## config.mk

```make
export PLATFORM = sky130hd
export DESIGN_NAME = pdm_tone_source
export DESIGN_NICKNAME = d
export VERILOG_FILES = /design/src/rtl/pdm_tone_pkg.sv /design/src/rtl/pdm_sd_mod.sv /design/src/rtl/pdm_tone_source.sv
export SDC_FILE = /design/constraint.sdc
export NUM_CORES = 1
export LEC_CHECK = 0
export ABC_AREA = 1
export CORE_AREA = 2 2 161 163
export CTS_CLUSTER_SIZE = 12
export DETAILED_ROUTE_END_ITERATION = 8
export DIE_AREA = 0 0 163 165
export PLACE_DENSITY = 0.78
export SLEW_MARGIN = 20
export SYNTH_ARGS = -nofsm -noshare
export SYNTH_HDL_FRONTEND = slang
export SYNTH_SLANG_ARGS = --single-unit
```

## constraint.sdc

```tcl
create_clock -name clk -period 4.9 [get_ports clk]
set_input_delay 0.49 -clock clk [delete_from_list [all_inputs] [get_ports clk]]
set_output_delay 0.49 -clock clk [all_outputs]
set_load 0.1 [all_outputs]
```

## src/rtl/pdm_tone_pkg.sv

```systemverilog
// Shared types and elaboration-time helpers for the PDM tone source.
// The sine table is computed here so the top can fold it into constants.
package pdm_tone_pkg;

   typedef enum logic [1:0] {
      MODE_SILENT = 2'd0,
      MODE_SINE   = 2'd1,
      MODE_DC     = 2'd2,
      MODE_SQUARE = 2'd3
   } mode_t;

   localparam real PI = 3.14159265358979323846;

   // Full-wave sine entry scaled to +/-(2**(data_w-1)-1), rounded half away from zero.
   function automatic int sine_lut(input int addr, input int lut_aw, input int data_w);
      real amp;
      real x;
      amp = real'((1 << (data_w - 1)) - 1);
      x   = amp * $sin(2.0 * PI * real'(addr) / real'(1 << lut_aw));
      if (x >= 0.0) begin
         return int'($floor(x + 0.5));
      end
      return -int'($floor(-x + 0.5));
   endfunction

endpackage

```

## src/rtl/pdm_sd_mod.sv

```systemverilog
// First-order sigma-delta modulator: the carry of acc + sample is the PDM bit,
// so the ones density equals sample / 2**DATA_W.
module pdm_sd_mod
   import pdm_tone_pkg::*;
#(
   parameter int DATA_W = 16
) (
   input  logic              clk,
   input  logic              rst_n,
   input  logic              clr,
   input  logic              en,
   input  logic [DATA_W-1:0] sample,
   output logic              pdm_bit
);

   logic [DATA_W-1:0] acc_q, acc_d;
   logic              bit_q, bit_d;
   logic [DATA_W:0]   sum;

   always_comb begin
      sum   = {1'b0, acc_q} + {1'b0, sample};
      acc_d = acc_q;
      bit_d = bit_q;
      if (clr) begin
         acc_d = '0;
         bit_d = 1'b0;
      end else if (en) begin
         acc_d = sum[DATA_W-1:0];
         bit_d = sum[DATA_W];
      end
   end

   always_ff @(posedge clk or negedge rst_n) begin
      if (!rst_n) begin
         acc_q <= '0;
         bit_q <= 1'b0;
      end else begin
         acc_q <= acc_d;
         bit_q <= bit_d;
      end
   end

   assign pdm_bit = bit_q;

endmodule

```

## src/rtl/pdm_tone_source.sv

```systemverilog
// Stereo PDM microphone model: m_clk divider, per-channel tone source
// (sine/DC/square/silent) feeding a sigma-delta modulator, interleaved onto m_data.
module pdm_tone_source
   import pdm_tone_pkg::*;
#(
   parameter int CLK_DIV = 40,
   parameter int NUM_CH  = 2,
   parameter int DATA_W  = 16,
   parameter int PHASE_W = 16,
   parameter int LUT_AW  = 7
) (
   input  logic                      clk,
   input  logic                      rst_n,
   input  logic                      enable,
   input  mode_t                     mode,
   input  logic [NUM_CH*PHASE_W-1:0] tone_step,
   input  logic [NUM_CH*4-1:0]       amp_shift,
   input  logic [DATA_W-1:0]         dc_level,
   output logic                      m_clk,
   output logic                      m_data,
   output logic [NUM_CH-1:0]         pdm_bits,
   output logic                      tick
);

   localparam int DIV_W = $clog2(CLK_DIV);
   localparam logic [DIV_W-1:0] DIV_LAST = DIV_W'(CLK_DIV - 1);
   localparam logic [DIV_W-1:0] DIV_HALF = DIV_W'(CLK_DIV / 2);
   localparam logic [DATA_W-1:0] MIDSCALE = {1'b1, {(DATA_W-1){1'b0}}};
   localparam logic signed [DATA_W-1:0] POS_MAX = {1'b0, {(DATA_W-1){1'b1}}};
   localparam logic signed [DATA_W-1:0] NEG_MAX = {1'b1, {(DATA_W-2){1'b0}}, 1'b1};

   logic [DIV_W-1:0]  div_q, div_d;
   logic              m_clk_q, m_clk_d;
   logic              m_data_q, m_data_d;
   logic              tick_q, tick_d;
   logic              upd;
   logic              low_bit;
   logic [NUM_CH-1:0] pdm_bits_w;

   logic signed [DATA_W-1:0] sine_rom [2**LUT_AW];

   for (genvar i = 0; i < 2**LUT_AW; i++) begin : g_rom
      localparam logic signed [DATA_W-1:0] ROM_VAL = DATA_W'(sine_lut(i, LUT_AW, DATA_W));
      assign sine_rom[i] = ROM_VAL;
   end

   // m_clk and tick are registered from div_q, so each lags the count by one cycle;
   // tone state advances on the same edge that raises tick.
   always_comb begin
      div_d   = '0;
      m_clk_d = 1'b0;
      tick_d  = 1'b0;
      if (enable) begin
         div_d   = (div_q == DIV_LAST) ? '0 : div_q + 1'b1;
         m_clk_d = (div_q < DIV_HALF);
         tick_d  = (div_q == DIV_LAST);
      end
   end

   assign upd = tick_d;

   if (NUM_CH > 1) begin : g_stereo
      assign low_bit = pdm_bits_w[1];
   end else begin : g_mono
      assign low_bit = pdm_bits_w[0];
   end

   // Modulator bits change on the tick edge while m_clk is low, so m_data only
   // picks them up at the next m_clk edge.
   always_comb begin
      m_data_d = 1'b0;
      if (enable) begin
         m_data_d = m_clk_d ? pdm_bits_w[0] : low_bit;
      end
   end

   always_ff @(posedge clk or negedge rst_n) begin
      if (!rst_n) begin
         div_q    <= '0;
         m_clk_q  <= 1'b0;
         m_data_q <= 1'b0;
         tick_q   <= 1'b0;
      end else begin
         div_q    <= div_d;
         m_clk_q  <= m_clk_d;
         m_data_q <= m_data_d;
         tick_q   <= tick_d;
      end
   end

   for (genvar ch = 0; ch < NUM_CH; ch++) begin : g_ch
      logic [PHASE_W-1:0]       phase_q, phase_d;
      logic [DATA_W-1:0]        sample_q, sample_d;
      logic [3:0]               shamt;
      logic signed [DATA_W-1:0] wave;
      logic signed [DATA_W-1:0] shaped;

      assign shamt = amp_shift[ch*4 +: 4];

      always_comb begin
         wave     = (mode == MODE_SQUARE) ? (phase_q[PHASE_W-1] ? NEG_MAX : POS_MAX)
                                          : sine_rom[phase_q[PHASE_W-1 -: LUT_AW]];
         shaped   = wave >>> shamt;
         phase_d  = phase_q;
         sample_d = sample_q;
         if (!enable) begin
            phase_d  = '0;
            sample_d = '0;
         end else if (upd) begin
            phase_d = phase_q + tone_step[ch*PHASE_W +: PHASE_W];
            case (mode)
               MODE_SILENT: sample_d = MIDSCALE;
               MODE_DC:     sample_d = dc_level;
               default:     sample_d = {~shaped[DATA_W-1], shaped[DATA_W-2:0]};
            endcase
         end
      end

      always_ff @(posedge clk or negedge rst_n) begin
         if (!rst_n) begin
            phase_q  <= '0;
            sample_q <= '0;
         end else begin
            phase_q  <= phase_d;
            sample_q <= sample_d;
         end
      end

      pdm_sd_mod #(
         .DATA_W (DATA_W)
      ) u_sd (
         .clk     (clk),
         .rst_n   (rst_n),
         .clr     (~enable),
         .en      (upd),
         .sample  (sample_q),
         .pdm_bit (pdm_bits_w[ch])
      );
   end

   assign m_clk    = m_clk_q;
   assign m_data   = m_data_q;
   assign tick     = tick_q;
   assign pdm_bits = pdm_bits_w;

endmodule

```

## Word level (Yosys, flattened, before mapping)

Memory sizes are Yosys's and may differ from the RTL's.
Cells that the tools add are included.

- Register bits after elaboration: 107
- ROM bits: 4096
- Bits of input ports: 61
- Output and inout bits: 5
- Word-level logic and storage cells: 65
- Memories: 2

- $add $sub $neg: 5
- $lt $le $gt $ge: 3
- Eq/ne operators: 4
- Shift operators: 2
- Multiplexer cells: 32
- Bitwise gates (word level): 4
- Reduce and logical (&&, ||, !) cells: 1

Memory list:

| memory | depth | bits a word | rd ports | clocked after Yosys merged registers in | wr ports | RTL line | RTL |
|---|---|---|---|---|---|---|---|
| (name not given) | 128 | 16 | 1 | 0 | 0 | pdm_tone_source.sv:102 | `: sine_rom[phase_q[PHASE_W-1 -: LUT_AW]];` |
| (name not given) | 128 | 16 | 1 | 0 | 0 | pdm_tone_source.sv:102 |  |

Operators by type and width:

| operator | number |
|---|---|
| two-way mux 16 bit | 20 |
| one-hot mux 16 bit (2 select lines) | 2 |
| adder 16 x 16 -> 17 bit | 2 |
| adder 16 bit | 2 |
| >>> shifter 16 x 4 -> 16 bit | 2 |
| greater-or-equal comparator 8 bit (second input constant) | 2 |
| inverter 7 -> 8 bit | 2 |
| two-way mux 6 bit | 2 |
| two-way mux 1 bit | 8 |
| adder 6 x 1 -> 6 bit (second input constant) | 1 |
| == test 6 bit (second input constant) | 1 |
| less-than comparator 6 x 5 -> 1 bit (second input constant) | 1 |
| == test 2 bit (second input constant) | 2 |
| logical NOT 2 bit | 1 |
| != test 2 x 1 -> 1 bit (second input constant) | 1 |
| inverter 1 bit | 2 |

## Longest topological paths before layout

- Depth in word-level cells: 10
- Depth in mapped cells: 22
- Gate-level depth less buffers: 21

## Cells and area by module

A second synthesis with hierarchy kept.

- Cell total of the unflattened synthesis: 2496
- Area, all modules: 14126.0 µm²

Modules (own cells, without submodules):

| module | instances | cells an instance | area each (µm²) | sequential area each (µm²) |
|---|---|---|---|---|
| pdm_tone_source | 1 | 1984 | 10975.5 | 1826.8 |
| pdm_sd_mod | 2 | 256 | 1575.3 | 425.4 |

## Least setup slack after synthesis

No wires, ideal clock.

- Path type: flip-flop to flip-flop
- Start: register g_ch[1].phase_q[10]
- End: register g_ch[1].sample_q[12]
- Library setup time: 117 ps
- Arrival: 2294 ps
- Data required time: 4783 ps
- Setup slack: 2489 ps
- Cell stages (with the launch flop): 19
- Path buffers: 0
- Clock period less this slack: 2411 ps
- Cells stage by stage: dfrtp_1 > inv_1 > ha_1 > nand2_1 > nand2_1 > nor2_1 > o21ai_1 > nand2_1 > nand2_1 > nand2_1 > nand2_1 > nand3_1 > nand3_1 > nand2_1 > nand2_1 > nand2_1 > nand2_1 > nand2_1 > nand2_1

- Cells in the longest elaborated chain, start to end: 9

RTL lines:

| what | RTL line | RTL |
|---|---|---|
| start: declaration | pdm_tone_source.sv:92 | `logic [PHASE_W-1:0] phase_q, phase_d;` |
| start signal: assignment | pdm_tone_source.sv:124 | `phase_q <= phase_d;` |
| inverter 7 -> 8 bit (implied by the code) | pdm_tone_source.sv:102 |  |
| memory (128 x 16 bit) | n/a |  |
| two-way mux 16 bit (implied by the code) (2 in series) | pdm_tone_source.sv:102 |  |
| two-way mux 16 bit | pdm_tone_source.sv:101 | `wave = (mode == MODE_SQUARE) ? (phase_q[PHASE_W-1] ? NEG_MAX : POS_MAX)` |
| >>> shifter 16 x 4 -> 16 bit | pdm_tone_source.sv:103 | `shaped = wave >>> shamt;` |
| one-hot mux 16 bit (2 select lines) | pdm_tone_source.sv:111 | `case (mode)` |
| two-way mux 16 bit | pdm_tone_source.sv:109 | `end else if (upd) begin` |
| two-way mux 16 bit | pdm_tone_source.sv:106 | `if (!enable) begin` |
| end signal: assignment | pdm_tone_source.sv:125 | `sample_q <= sample_d;` |
| end: declaration | pdm_tone_source.sv:93 | `logic [DATA_W-1:0] sample_q, sample_d;` |

No other way between the ends. The select of a mux whose other input is x is not followed.
A chain may end at the register's enable or synchronous reset.

## Worst setup path after layout

- Start: register g_ch[0].phase_q[9]
- End: register g_ch[0].sample_q[4]

- Cells in the longest elaborated chain, start to end: 9

RTL lines:

| what | RTL line |
|---|---|
| start: declaration | pdm_tone_source.sv:92 |
| start signal: assignment | pdm_tone_source.sv:124 |
| inverter 7 -> 8 bit (implied by the code) | pdm_tone_source.sv:102 |
| memory (128 x 16 bit) | n/a |
| two-way mux 16 bit (implied by the code) (2 in series) | pdm_tone_source.sv:102 |
| two-way mux 16 bit | pdm_tone_source.sv:101 |
| >>> shifter 16 x 4 -> 16 bit | pdm_tone_source.sv:103 |
| one-hot mux 16 bit (2 select lines) | pdm_tone_source.sv:111 |
| two-way mux 16 bit | pdm_tone_source.sv:109 |
| two-way mux 16 bit | pdm_tone_source.sv:106 |
| end signal: assignment | pdm_tone_source.sv:125 |
| end: declaration | pdm_tone_source.sv:93 |

No other way between the ends. The select of a mux whose other input is x is not followed.

==> summary.txt <==
Status
  – Outcome: completed

CTS
  – CTS tree: done
  – Clk slew on worst S/H paths: around 0.09 ns
  – TritonCTS Buffers: 9
  – H-tree depth: 3
  – Clock root buffer master: clkbuf_16
  – CTS Sinks: roughly 110
  – Worst-Skew Late Latency: between 0.3 and 0.4 ns
  – Clock tree buffer depth: 2
  – CTS Hold Bufs: 0
  – Cts repair resizes: 0
  – Postcts setup bufs: 0

Setup path
  – CP Cell Sequence: inv_2, ha_1, nand2_1, nand2_2, nor2_1, nor2_1, nand3_1, nand3_1, nand3_2, nand2_1, nand3_1, nand3_1, nand3_1, nand3_1, nand2_1, nand2_1
  – CP max stage cell: dfrtp_1
  – CP Data Required Time: 5.15 ns
  – R2R depth: 16
  – Worst reg-to-reg setup slack: roughly 1.3 ns
  – Critical path's largest stage delay: between 0.7 and 0.8 ns
  – Worst-path maximum fanout: 15
  – Arr. time, crit path: 3.86 ns
  – Startpoint Class: flip-flop
  – Critical Path End Type: flip-flop
  – Critical path depth in cells: 16
  – Worst path bufs/invs: 1
  – Crit path max-delay family: simple AND/OR/NAND/NOR gates
  – Worst Setup Path Type: reg2reg
  – CP most frequent cell: nand3_1

STA
  – Final hold vios: 0
  – Post-route minimum period: between 3 and 4 ns
  – Tightest Pin Transition: 0.9742 ns
  – Relative slew slack: 0.3485
  – Post-route setup slack: between 1 and 1.5 ns
  – Fin Setup TNS: 0 ns
  – Clock skew: 0.01440 ns
  – Fmax: between 200 and 300 MHz
  – Final period utilization: 0.7377
  – Final count of pins violating max slew: 0
  – Min Hold Slack: 0.2660 ns
  – RSZ-0062 raised after global routing: false
  – Final setup viols: 0

Power and ir drop
  – P_sw: about 0.00065 W
  – Static leakage: about 7.7 nW
  – Net Sw Frac: 0.3169
  – Worst vdd ir: approximately 180 µV
  – Clock power frac: 0.381
  – Sequential Power Share: 0.437
  – PwrDens: between 100 and 150 mW/mm²
  – Comb power frac: 0.183
  – Internal power: 0.001400 W

Route
  – Drt wl/cell: 20.85 µm
  – Via density: 6.483
  – Drt initial violations: between 3000 and 4000
  – Routed Wire Length: 54870 µm
  – Antenna-violating nets left: 0
  – Number of remaining DRC errors: 0
  – Pre-antenna DRT Iters: 7
  – Via Count: about 17000

Place
  – HPWL Detailed: between 30000 and 40000 µm
  – Final Wtd Congestion: approximately 1.1
  – Pre-CTS setup slack: 1.049 ns
  – Number of port buffers: between 60 and 70

Floorplan
  – Row cnt: 58
  – Die Y-Extent: ~170 µm
  – Die footprint: about 0.027 mm²
  – Die Wd: ~160 µm
  – Initial Util: 0.5423
  – IO Count: 66
  – CORE AREA: 0.02504 mm²

Synth
  – Asr flop ratio synth: 1.000
  – Top cells by area, synth: nand2_1, dfrtp_1, nand3_1, ha_1, a21oi_1
  – Synthesized Nets: between 2000 and 2500
  – Synth unique cells: 50
  – Synth Cell Area: 0.01358 mm²
  – Synth Flop Type: dfrtp_1
  – Syn_area_per_cell: slightly below 6 µm²
  – Synth top area share: 0.2261
  – Area leader, netlist: nand2_1
  – Ys Warns: 0
  – EDFF count, synth: 0
  – Flip-flop and latch count after synthesis: 107
  – Sequential fraction of the synthesis area: 0.1972
  – Synth Instances: around 2300

Global route
  – Antenna violations before repair: 0
  – Total grt overflow: 0
  – First-pass GRT wire length: 84700 µm
  – Gr usage total: 0.4018
  – Pin count of the biggest net entering global routing: 91
  – Vias in the first global route: approximately 16000

Final layout
  – Antenna diodes: 0
  – Share of post-route cells with drive strength above 1: 0.03824
  – Nets@finish: ~2500
  – Synthesis-to-finish area growth: 6.377%

Run
  – Max-cap check violation count: 0

Worst hold path
  – HP Class: in2async
[power by group through the flow]
| stage | registers [W] | clock network, W | logic [W] |
|---|---|---|---|
| final | 0.000895 | 0.000780 | 0.000374 |
| after global routing | 0.000895 | 0.000810 | 0.000411 |
| after CTS | 0.000894 | 0.000775 | 0.000366 |
| after detailed placement | 0.000912 | 0 | 0.000362 |
| after global placement | 0.000911 | 0 | 0.000356 |
| after floorplan | 0.000914 | 0 | 0.000229 |
[kinds of logic (layout without fill, tap and decap cells)]
family	after synthesis	in the layout	share of synthesized area
AOI/OAI and AO/OA	373	373	0.1533
and+or+nand+nor	1456	1456	0.4542
buffers and inverters	261	248	0.08911
DFF	107	107	0.1972
adders and majority gates	103	103	0.09713
xor gates and xnor gates	14	14	0.009031
[sequential cells by signal, indices dropped and copies added, names as in the netlist]
register           cells
g_ch.phase_q          32
g_ch.sample_q         32
g_ch.u_sd.acc_q       32
div_q                  6
g_ch.u_sd.pdm_bit      2
m_clk                  1
m_data                 1
tick                   1
[routing by layer]
layer  vias to the layer above  GRT usage  part of all wire
met5                         -          0                 0
met4                         0     0.2228             0.065
met3                       301    0.07408              0.12
met2                      1353     0.6402              0.44
met1                      7693     0.5146              0.38
li1                       7710          -                 -
[through the flow]
step,power (W),area [µm²],utilization,std cells
after floorplan,0.001143,13580,-,2314
after global placement,0.001267,14140,0.5647,2615
after detailed placement,0.001274,14140,0.5647,2615
after CTS,0.002035,14440,0.5769,2631
after global routing,0.002117,14440,0.5769,2631
final,0.002049,14440,0.5769,2631
[synth_stat cells, drive strengths merged (11+ instances only)]
| cell type | number |
|---|---|
| o21ai | 160 |
| nand3 | 410 |
| dfrtp | 107 |
| nor2 | 166 |
| nand2 | 831 |
| a21oi | 143 |
| ha | 99 |
| xor2 | 12 |
| clkbuf | 36 |
| nand4 | 23 |
| inv | 145 |
| o31ai | 12 |
| buf | 77 |
| or2 | 11 |
[final timing paths]
| check | startpoint | end |
|---|---|---|
| setup / recovery | g_ch[0].phase_q[9] | g_ch[0].sample_q[4] |
| hold reg to reg | div_q[0] | div_q[0] |
| hold / removal | rst_n | g_ch[0].u_sd.acc_q[8] |
| min in group clk | div_q[0] | div_q[0] |
| setup reg to reg | g_ch[0].phase_q[9] | g_ch[0].sample_q[4] |
| max in group asynchronous | rst_n | g_ch[1].sample_q[2] |
[placed cells by master (no fill, tap or decap), types with 17 or more instances in the layout]
master,count
nand2_1,818
nand3_1,408
nor2_1,156
a21oi_1,141
o21ai_0,140
inv_1,132
dfrtp_1,107
ha_1,99
clkdlybuf4s50_1,64
nand4_1,23
buf_4,20
o21ai_1,17
[cell type report]
type                    instances  area (µm²)
fillers                      2466       10590
multi-input cells            1946        9698
flip-flops and latches        107        2678
repair buffers                 84       790.8
inverters                     148       558.0
well taps                     330       412.9
clock buffers                  10       239.0
clock inverters                 6       67.56
Power figures use the tool's default switching activity.
